## config.mk

```make
export PLATFORM = sky130hd
export DESIGN_NAME = fcu_modport
export DESIGN_NICKNAME = d
export VERILOG_FILES = /design/src/rtl/fcu_pkg.sv /design/src/rtl/fcu_credit_cnt.sv /design/src/rtl/fcu_modport.sv
export SDC_FILE = /design/constraint.sdc
export NUM_CORES = 1
export LEC_CHECK = 0
export CORE_MARGIN = 3
export CORE_UTILIZATION = 40
export CTS_BUF_LIST = sky130_fd_sc_hd__clkbuf_4 sky130_fd_sc_hd__clkbuf_8 sky130_fd_sc_hd__clkbuf_16
export DETAILED_ROUTE_END_ITERATION = 8
export HOLD_SLACK_MARGIN = 0.06
export PLACE_DENSITY = 0.64
export SLEW_MARGIN = 10
export SYNTH_ARGS = -nofsm -noshare
export SYNTH_HDL_FRONTEND = slang
export SYNTH_HIERARCHICAL = 1
export SYNTH_SLANG_ARGS = --single-unit
```

## constraint.sdc

```tcl
create_clock -name clk -period 4.75 [get_ports clk]
set_clock_uncertainty 0.2 [all_clocks]
set_input_delay 0.95 -clock clk [delete_from_list [all_inputs] [get_ports clk]]
set_output_delay 0.95 -clock clk [all_outputs]
set_load 0.02 [all_outputs]
```

## src/rtl/fcu_pkg.sv

```systemverilog
// Shared definitions for the flit credit unit: port codes, port count
// and the default downstream buffer depth.
package fcu_pkg;

    localparam int NUM_PORTS     = 5;
    localparam int DEF_BUF_DEPTH = 4;

    localparam logic [2:0] PORT_NORTH = 3'd0;
    localparam logic [2:0] PORT_SOUTH = 3'd1;
    localparam logic [2:0] PORT_EAST  = 3'd2;
    localparam logic [2:0] PORT_WEST  = 3'd3;
    localparam logic [2:0] PORT_LOCAL = 3'd4;
    localparam logic [2:0] PORT_NONE  = 3'd5;

    // True when a request address targets the given output port code.
    // Codes PORT_NONE and above never match anything.
    function automatic logic port_hit(input logic [2:0] addr, input logic [2:0] code);
        return (addr < PORT_NONE) && (addr == code);
    endfunction

endpackage

```

## src/rtl/fcu_credit_cnt.sv

```systemverilog
// One saturating credit counter for a single output port. The grant is
// derived only from the registered count, so it has no path from inputs.
module fcu_credit_cnt
    import fcu_pkg::*;
#(
    parameter int BUF_DEPTH = DEF_BUF_DEPTH,
    parameter int CNT_W     = $clog2(BUF_DEPTH + 1)
) (
    input  logic clk,
    input  logic rst,
    input  logic consume_i,
    input  logic credit_i,
    output logic grant_o
);

    localparam logic [CNT_W-1:0] CNT_FULL = CNT_W'(BUF_DEPTH);
    localparam logic [CNT_W-1:0] CNT_ZERO = {CNT_W{1'b0}};
    localparam logic [CNT_W-1:0] CNT_ONE  = CNT_W'(1);

    logic [CNT_W-1:0] cnt;
    logic [CNT_W-1:0] cnt_next;
    logic             consume_ok;
    logic             credit_ok;

    // A consume at zero is ignored (no underflow); a credit at full is dropped.
    assign consume_ok = consume_i && (cnt != CNT_ZERO);
    assign credit_ok  = credit_i  && (cnt != CNT_FULL);

    // Next count: simultaneous consume and credit cancel each other out.
    always_comb begin
        cnt_next = cnt;
        if (consume_i && credit_i) begin
            cnt_next = cnt;
        end else begin
            unique case ({consume_ok, credit_ok})
                2'b10:   cnt_next = cnt - CNT_ONE;
                2'b01:   cnt_next = cnt + CNT_ONE;
                default: cnt_next = cnt;
            endcase
        end
    end

    // Counter register; reset refills the downstream buffer credits.
    always_ff @(posedge clk) begin
        if (rst) begin
            cnt <= CNT_FULL;
        end else begin
            cnt <= cnt_next;
        end
    end

    assign grant_o = (cnt != CNT_ZERO);

endmodule

```

## src/rtl/fcu_modport.sv

```systemverilog
// Five-port credit flow-control unit. Decodes the request addresses of
// the five input ports into one consume strobe per output port and keeps
// an independent credit counter for each output.
module fcu_modport
    import fcu_pkg::*;
#(
    parameter int BUF_DEPTH = DEF_BUF_DEPTH,
    parameter int CNT_W     = $clog2(BUF_DEPTH + 1)
) (
    input  logic             clk,
    input  logic             rst,
    input  logic [2:0]       req_port_addr1_i,
    input  logic [2:0]       req_port_addr2_i,
    input  logic [2:0]       req_port_addr3_i,
    input  logic [2:0]       req_port_addr4_i,
    input  logic [2:0]       req_port_addr5_i,
    input  logic             credit_en_north,
    input  logic             credit_en_south,
    input  logic             credit_en_east,
    input  logic             credit_en_west,
    input  logic             credit_en_local,
    output logic             grant_access_north,
    output logic             grant_access_south,
    output logic             grant_access_east,
    output logic             grant_access_west,
    output logic             grant_access_local
);

    localparam logic [2:0] PORT_CODE [NUM_PORTS] =
        '{PORT_NORTH, PORT_SOUTH, PORT_EAST, PORT_WEST, PORT_LOCAL};

    logic [2:0]           req_addr [NUM_PORTS];
    logic [NUM_PORTS-1:0] credit;
    logic [NUM_PORTS-1:0] grant;
    logic [NUM_PORTS-1:0] hit;
    logic [NUM_PORTS-1:0] consume;

    assign req_addr[0] = req_port_addr1_i;
    assign req_addr[1] = req_port_addr2_i;
    assign req_addr[2] = req_port_addr3_i;
    assign req_addr[3] = req_port_addr4_i;
    assign req_addr[4] = req_port_addr5_i;

    assign credit = {credit_en_local, credit_en_west, credit_en_east,
                     credit_en_south, credit_en_north};

    // Any number of inputs naming a port collapse into one consume strobe.
    always_comb begin
        hit = {NUM_PORTS{1'b0}};
        for (int p = 0; p < NUM_PORTS; p++) begin
            for (int n = 0; n < NUM_PORTS; n++) begin
                if (port_hit(req_addr[n], PORT_CODE[p])) begin
                    hit[p] = 1'b1;
                end else begin
                    hit[p] = hit[p];
                end
            end
        end
    end

    assign consume = hit & grant;

    for (genvar p = 0; p < NUM_PORTS; p++) begin : g_cnt
        fcu_credit_cnt #(
            .BUF_DEPTH (BUF_DEPTH),
            .CNT_W     (CNT_W)
        ) u_cnt (
            .clk       (clk),
            .rst       (rst),
            .consume_i (consume[p]),
            .credit_i  (credit[p]),
            .grant_o   (grant[p])
        );
    end

    assign grant_access_north = grant[0];
    assign grant_access_south = grant[1];
    assign grant_access_east  = grant[2];
    assign grant_access_west  = grant[3];
    assign grant_access_local = grant[4];

endmodule

```

Yosys cells after proc, flatten, opt, wreduce, memory -nomap -nowiden
Cells that the tools add are included.

Logic and storage cells: 151. Flip-flop bits (word level): 15. Input bits: 22.

Reductions and logical operators: 60. Bitwise operators: 6. Eq/ne operators: 35. Mux-type cells: 30. $add $sub $neg: 10. Magnitude comparators: 5.

Operator list (number): 1-bit logical AND (40); 3-bit by 2-bit == test with 1-bit output, second input constant (10); 3-bit case mux with 2 select lines (5); 1-bit two-way mux (25); 3-bit by 1-bit adder with 3-bit output, second input constant (5); 3-bit by 1-bit == test with 1-bit output, second input constant (5); 3-bit == test, second input constant (5); 3-bit zero test (5); 3-bit < comparator, second input constant (5); 3-bit != test, second input constant (5); 3-bit nonzero test (5); 3-bit by 1-bit subtractor with 3-bit output, second input constant (5); 2-bit by 1-bit == test with 1-bit output, second input constant (5); 2-bit == test, second input constant (5); 2-bit AND reduction (5); 2-bit nonzero test (5); 5-bit AND (1); 1-bit inverter (5).

Depth between registers and ports, before layout
Word-level depth: 12. Depth in mapped cells: 10. Depth with buffers taken out: 10.

Modules after synthesis
The synthesis kept the hierarchy.

Modules (own cells, without submodules): fcu_credit_cnt (area each 185.2 µm², times used 5, cells each 19); fcu_modport (area each 236.5 µm², times used 1, cells each 38).

Worst setup path before layout
No wires, ideal clock.

Path type: input to register. Start point: in req_port_addr3_i[1]. End point: reg g_cnt[0].u_cnt.cnt[2]. Path slack: 1.832 ns. Path buffers: 0. Stages on the path: 10. Data arrival time: 2.599 ns. Library setup time: 0.119 ns. Path through: nor2_1 a21o_1 o41a_1 nand2_1 ha_1 inv_1 fa_1 xnor2_1 and3_1 o21bai_1.

Word-level cells in the longest chain between the ends: 10. Elaborated cells between the ends (all ways): 15. Classes of those cells: 1 x order compare; 2 x eq/ne; 4 x mux; 2 x bitwise; 6 x reduce/logical.

RTL lines: from (decl) (line fcu_modport.sv:14) `input logic [2:0] req_port_addr3_i,`; 3-bit < comparator or 3-bit zero test (tied branches) (line fcu_pkg.sv:18) `return (addr < PORT_NONE) && (addr == code);`; 1-bit logical AND * (line fcu_pkg.sv:18); 1-bit two-way mux * (3 in series) (line fcu_modport.sv:52) `if (port_hit(req_addr[n], PORT_CODE[p])) begin`; 5-bit AND * (line fcu_modport.sv:61) `assign consume = hit & grant;`; via consume[0] (line fcu_modport.sv:36) `logic [NUM_PORTS-1:0] consume;`; 1-bit logical AND (line fcu_credit_cnt.sv:26) `assign consume_ok = consume_i && (cnt != CNT_ZERO);`; 2-bit == test or 2-bit by 1-bit == test with 1-bit output (tied branches) (line fcu_credit_cnt.sv:35) `unique case ({consume_ok, credit_ok})`; 2-bit nonzero test (no source line); 2-bit AND reduction (no source line); to (signal assigned) (line fcu_credit_cnt.sv:48) `cnt <= cnt_next;`; to (decl) (line fcu_credit_cnt.sv:20) `logic [CNT_W-1:0] cnt;`.

Mark *: on every way through the listed nets, which the timed path passes. The rest lies on a longest branch. A chain may end at the register's enable or synchronous reset.

Final worst setup path
Same ends and word-level chain as after synthesis.

==> metrics <==
clock sink count 15; Vias/cell 5.31; largest reg by FF count g_cnt.u_cnt/cnt; main combinational cell family by area after synthesis simple AND/OR/NAND/NOR gates; CP Max Fanout 4; Least-Margin Pin Slew 0.533 ns; clock latency on the worst-skew pair 0.28 ns; dpl cells 189; largest registers g_cnt.u_cnt/cnt (15); CTS tree built; Cells after Synth 133; Remaining DRCs 0; Tcrit/Tclk final 0.708; vias in the first global route 1,048; global-route wire length before repair 4.40 mm; mux share of post-synthesis cell area 0.0431; simple-gate share of the synthesized area 0.247; Pleak 0.000590 uW; row cnt 18; critical-path cell list clkdlybuf4s50_1 -> nor2_1 -> a21o_1 -> o41a_1 -> nand2_1 -> ha_1 -> inv_1 -> fa_1 -> xnor2_1 -> and3_1 -> o21bai_1; critical path type in -> reg; htree depth 1; die area 3590 um^2; post-route ant nets 0; Buffers on Ports 26; nets 196; CTS Root Cell clkbuf_4; max-slew violation count 0; Yosys cell types 25; crit path buf inv count 2; Antenna Cells 0; dominant synthesized flop cell dfxtp_1; TNS Setup 0 ns; ratio of cells with drive above 1 in the final layout 0.0859; fin cells 193; Period minus WS final 3.36 ns; Worst Path Required 4.73 ns; die width 59.9 um; power share of the clock group 0.106; max-cap violation count 0; core area 2610 um^2; Post-synth EDFFs 0; Vert. Die Dim 59.9 um; sequential share of the synthesized area 0.258; average wire per standard cell 12.9 um; critical path launch point type input pin; Crit path largest cell delay 0.53 ns; gr usage total 0.159; drt pass-1 iters 4; total wire length 2.49 mm; max reg flops 15; ys async rst share 0; drt initial violations 46; Slowest cell on crit path clkdlybuf4s50_1; WP data arrival 3.34 ns; register bit total from synthesis 15; fmax 297 MHz; most frequent cells in the layout clkdlybuf4s50_1 (26), nor2_1 (23), dfxtp_1 (15); combinational share of power 0.584; PostCTS Resize Cnt 0; DPL Wire Length 2.02 mm; # IOs 27; Synth Warn # 6; Worst setup startpoint req_port_addr3_i[1]; VDD IR-drop max 0.000281 V; HP Start g_cnt[1].u_cnt/cnt[2]$_SDFFE_PP1P_; syn avg cell area 8.74 um^2; Reg2Reg Launch Point g_cnt[2].u_cnt/cnt[0]$_SDFFE_PP0P_; Worst slew margin 0.644; Layout Area Growth over Synthesis 28.0%; RD Place Congestion 0.738; RSZ-0062 raised after global routing false; XOR/XNOR share of the synthesized area 0.0753; sequential power share 0.310; Syn Nets 165; Post-Synth Adder-Cell Area 0.140; compound-gate portion of the synthesized area 0.211; Clk pin slew, worst setup/hold paths 0.10 ns; cts hold-fix bufs 0; largest net degree at the start of global routing 16; Final Setup Violations 0; worst-case clock buffer depth 2; Switch Pwr 282 uW; vias 1,025; CP top delay family compound AO/OA/AOI/OAI gates; switch share 0.408; critical path capture point type register; setup bufs post-CTS 0; status finished, final reports clean; Hold Vio Cnt, Final 0; initial antenna violation count 0; fillcell total 263; pwr/cell area 463 nW/um^2; Netlist Area Pre-Place 1160 um^2; Pint 408 uW; CTS Buf Count 3; Initial Util 0.445; GRT Residual Overflow 0; Tightest Hold Check Type reg -> reg; most common cell after layout, fill and taps aside clkdlybuf4s50_1
## worst min-delay path, delay by kind of cell, from the launching register on
kind	cells	cell delay [ns]
DFF	1	0.34
AOI/OAI and AO/OA	2	0.18
## metal layers
| layer | wire length (um) | part of all wire | track usage |
|---|---|---|---|
| met1 | 1230 | 0.49 | 0.212 |
| met2 | 1090 | 0.44 | 0.256 |
| met3 | 150 | 0.060 | 0.0302 |
| met4 | 15 | 0.0060 | 0.0506 |
| met5 | 0 | 0 | 0 |
## logic make-up (layout without fill, tap and decap cells)
family / count (synthesis) / after routing
AO/OA/AOI/OAI: 33 / 33
XOR/XNOR: 10 / 10
adder cells (fa/ha/maj): 10 / 10
buffers and inverters: 8 / 38
flip-flops: 15 / 15
multiplexers: 5 / 5
AND/OR/NAND/NOR: 52 / 52
## power by group through the flow
stage | sequential (uW) | combinational [uW] | clock, uW
floorplan | 208 | 307 | 0
detailed placement | 217 | 401 | 0
CTS | 214 | 406 | 76.9
finish | 214 | 403 | 73.1
global placement | 215 | 387 | 0
global route | 224 | 455 | 80.9
## path summary, 6_finish.rpt
check                                        to  slack [ns]  cells past startpoint
max reg2reg  g_cnt[2].u_cnt/cnt[2]$_SDFFE_PP1P_        2.32                      9
min          g_cnt[1].u_cnt/cnt[2]$_SDFFE_PP1P_        0.36                      2
min reg2reg  g_cnt[1].u_cnt/cnt[2]$_SDFFE_PP1P_        0.36                      2
max          g_cnt[0].u_cnt/cnt[2]$_SDFFE_PP1P_        1.39                     11
## layout make-up
| class | count | area (um^2) | share of cell area |
|---|---|---|---|
| Timing Repair Buffer | 26 | 260 | 0.175 |
| Sequential cell | 15 | 300 | 0.202 |
| Clock buffer | 3 | 22.5 | 0.0151 |
| Tap cell | 30 | 37.5 | 0.0252 |
| Inverter | 8 | 30.0 | 0.0202 |
| Multi-Input combinational cell | 110 | 832 | 0.559 |
| Clock inverter | 1 | 5.00 | 0.00336 |
## synth_stat cells, types with 2 or more instances
library cell   n  area, um^2
a21oi_2        5        43.8
nor3_1         4        20.0
a21oi_1        7        35.0
a21boi_0       8        60.1
xnor2_1       10        87.6
inv_1          8        30.0
ha_1           5        62.6
dfxtp_1       15         300
o21bai_1       5        37.5
nor2_1        23        86.3
nand2_1        5        18.8
nor3b_1        6        45.0
mux2i_1        5        50.1
and3_1         5        31.3
or3_4          5        56.3
a221oi_1       2        17.5
fa_1           5         100
nand3b_1       3        22.5
## per-stage QoR
stage / worst slack [ns] / cell area [um^2] / hold WS [ns] / total power, uW / util
2_1_floorplan: 1.83 / 1160 / 0.312 / 515 / -
3_3_place_gp: 1.23 / 1460 / 0.335 / 602 / 0.559
3_5_place_dp: 1.11 / 1460 / 0.354 / 618 / 0.559
4_1_cts: 1.42 / 1490 / 0.368 / 698 / 0.569
5_1_grt: 1.32 / 1490 / 0.402 / 759 / 0.569
6_report: 1.39 / 1490 / 0.361 / 689 / 0.569
Power figures use the tool's default switching activity.
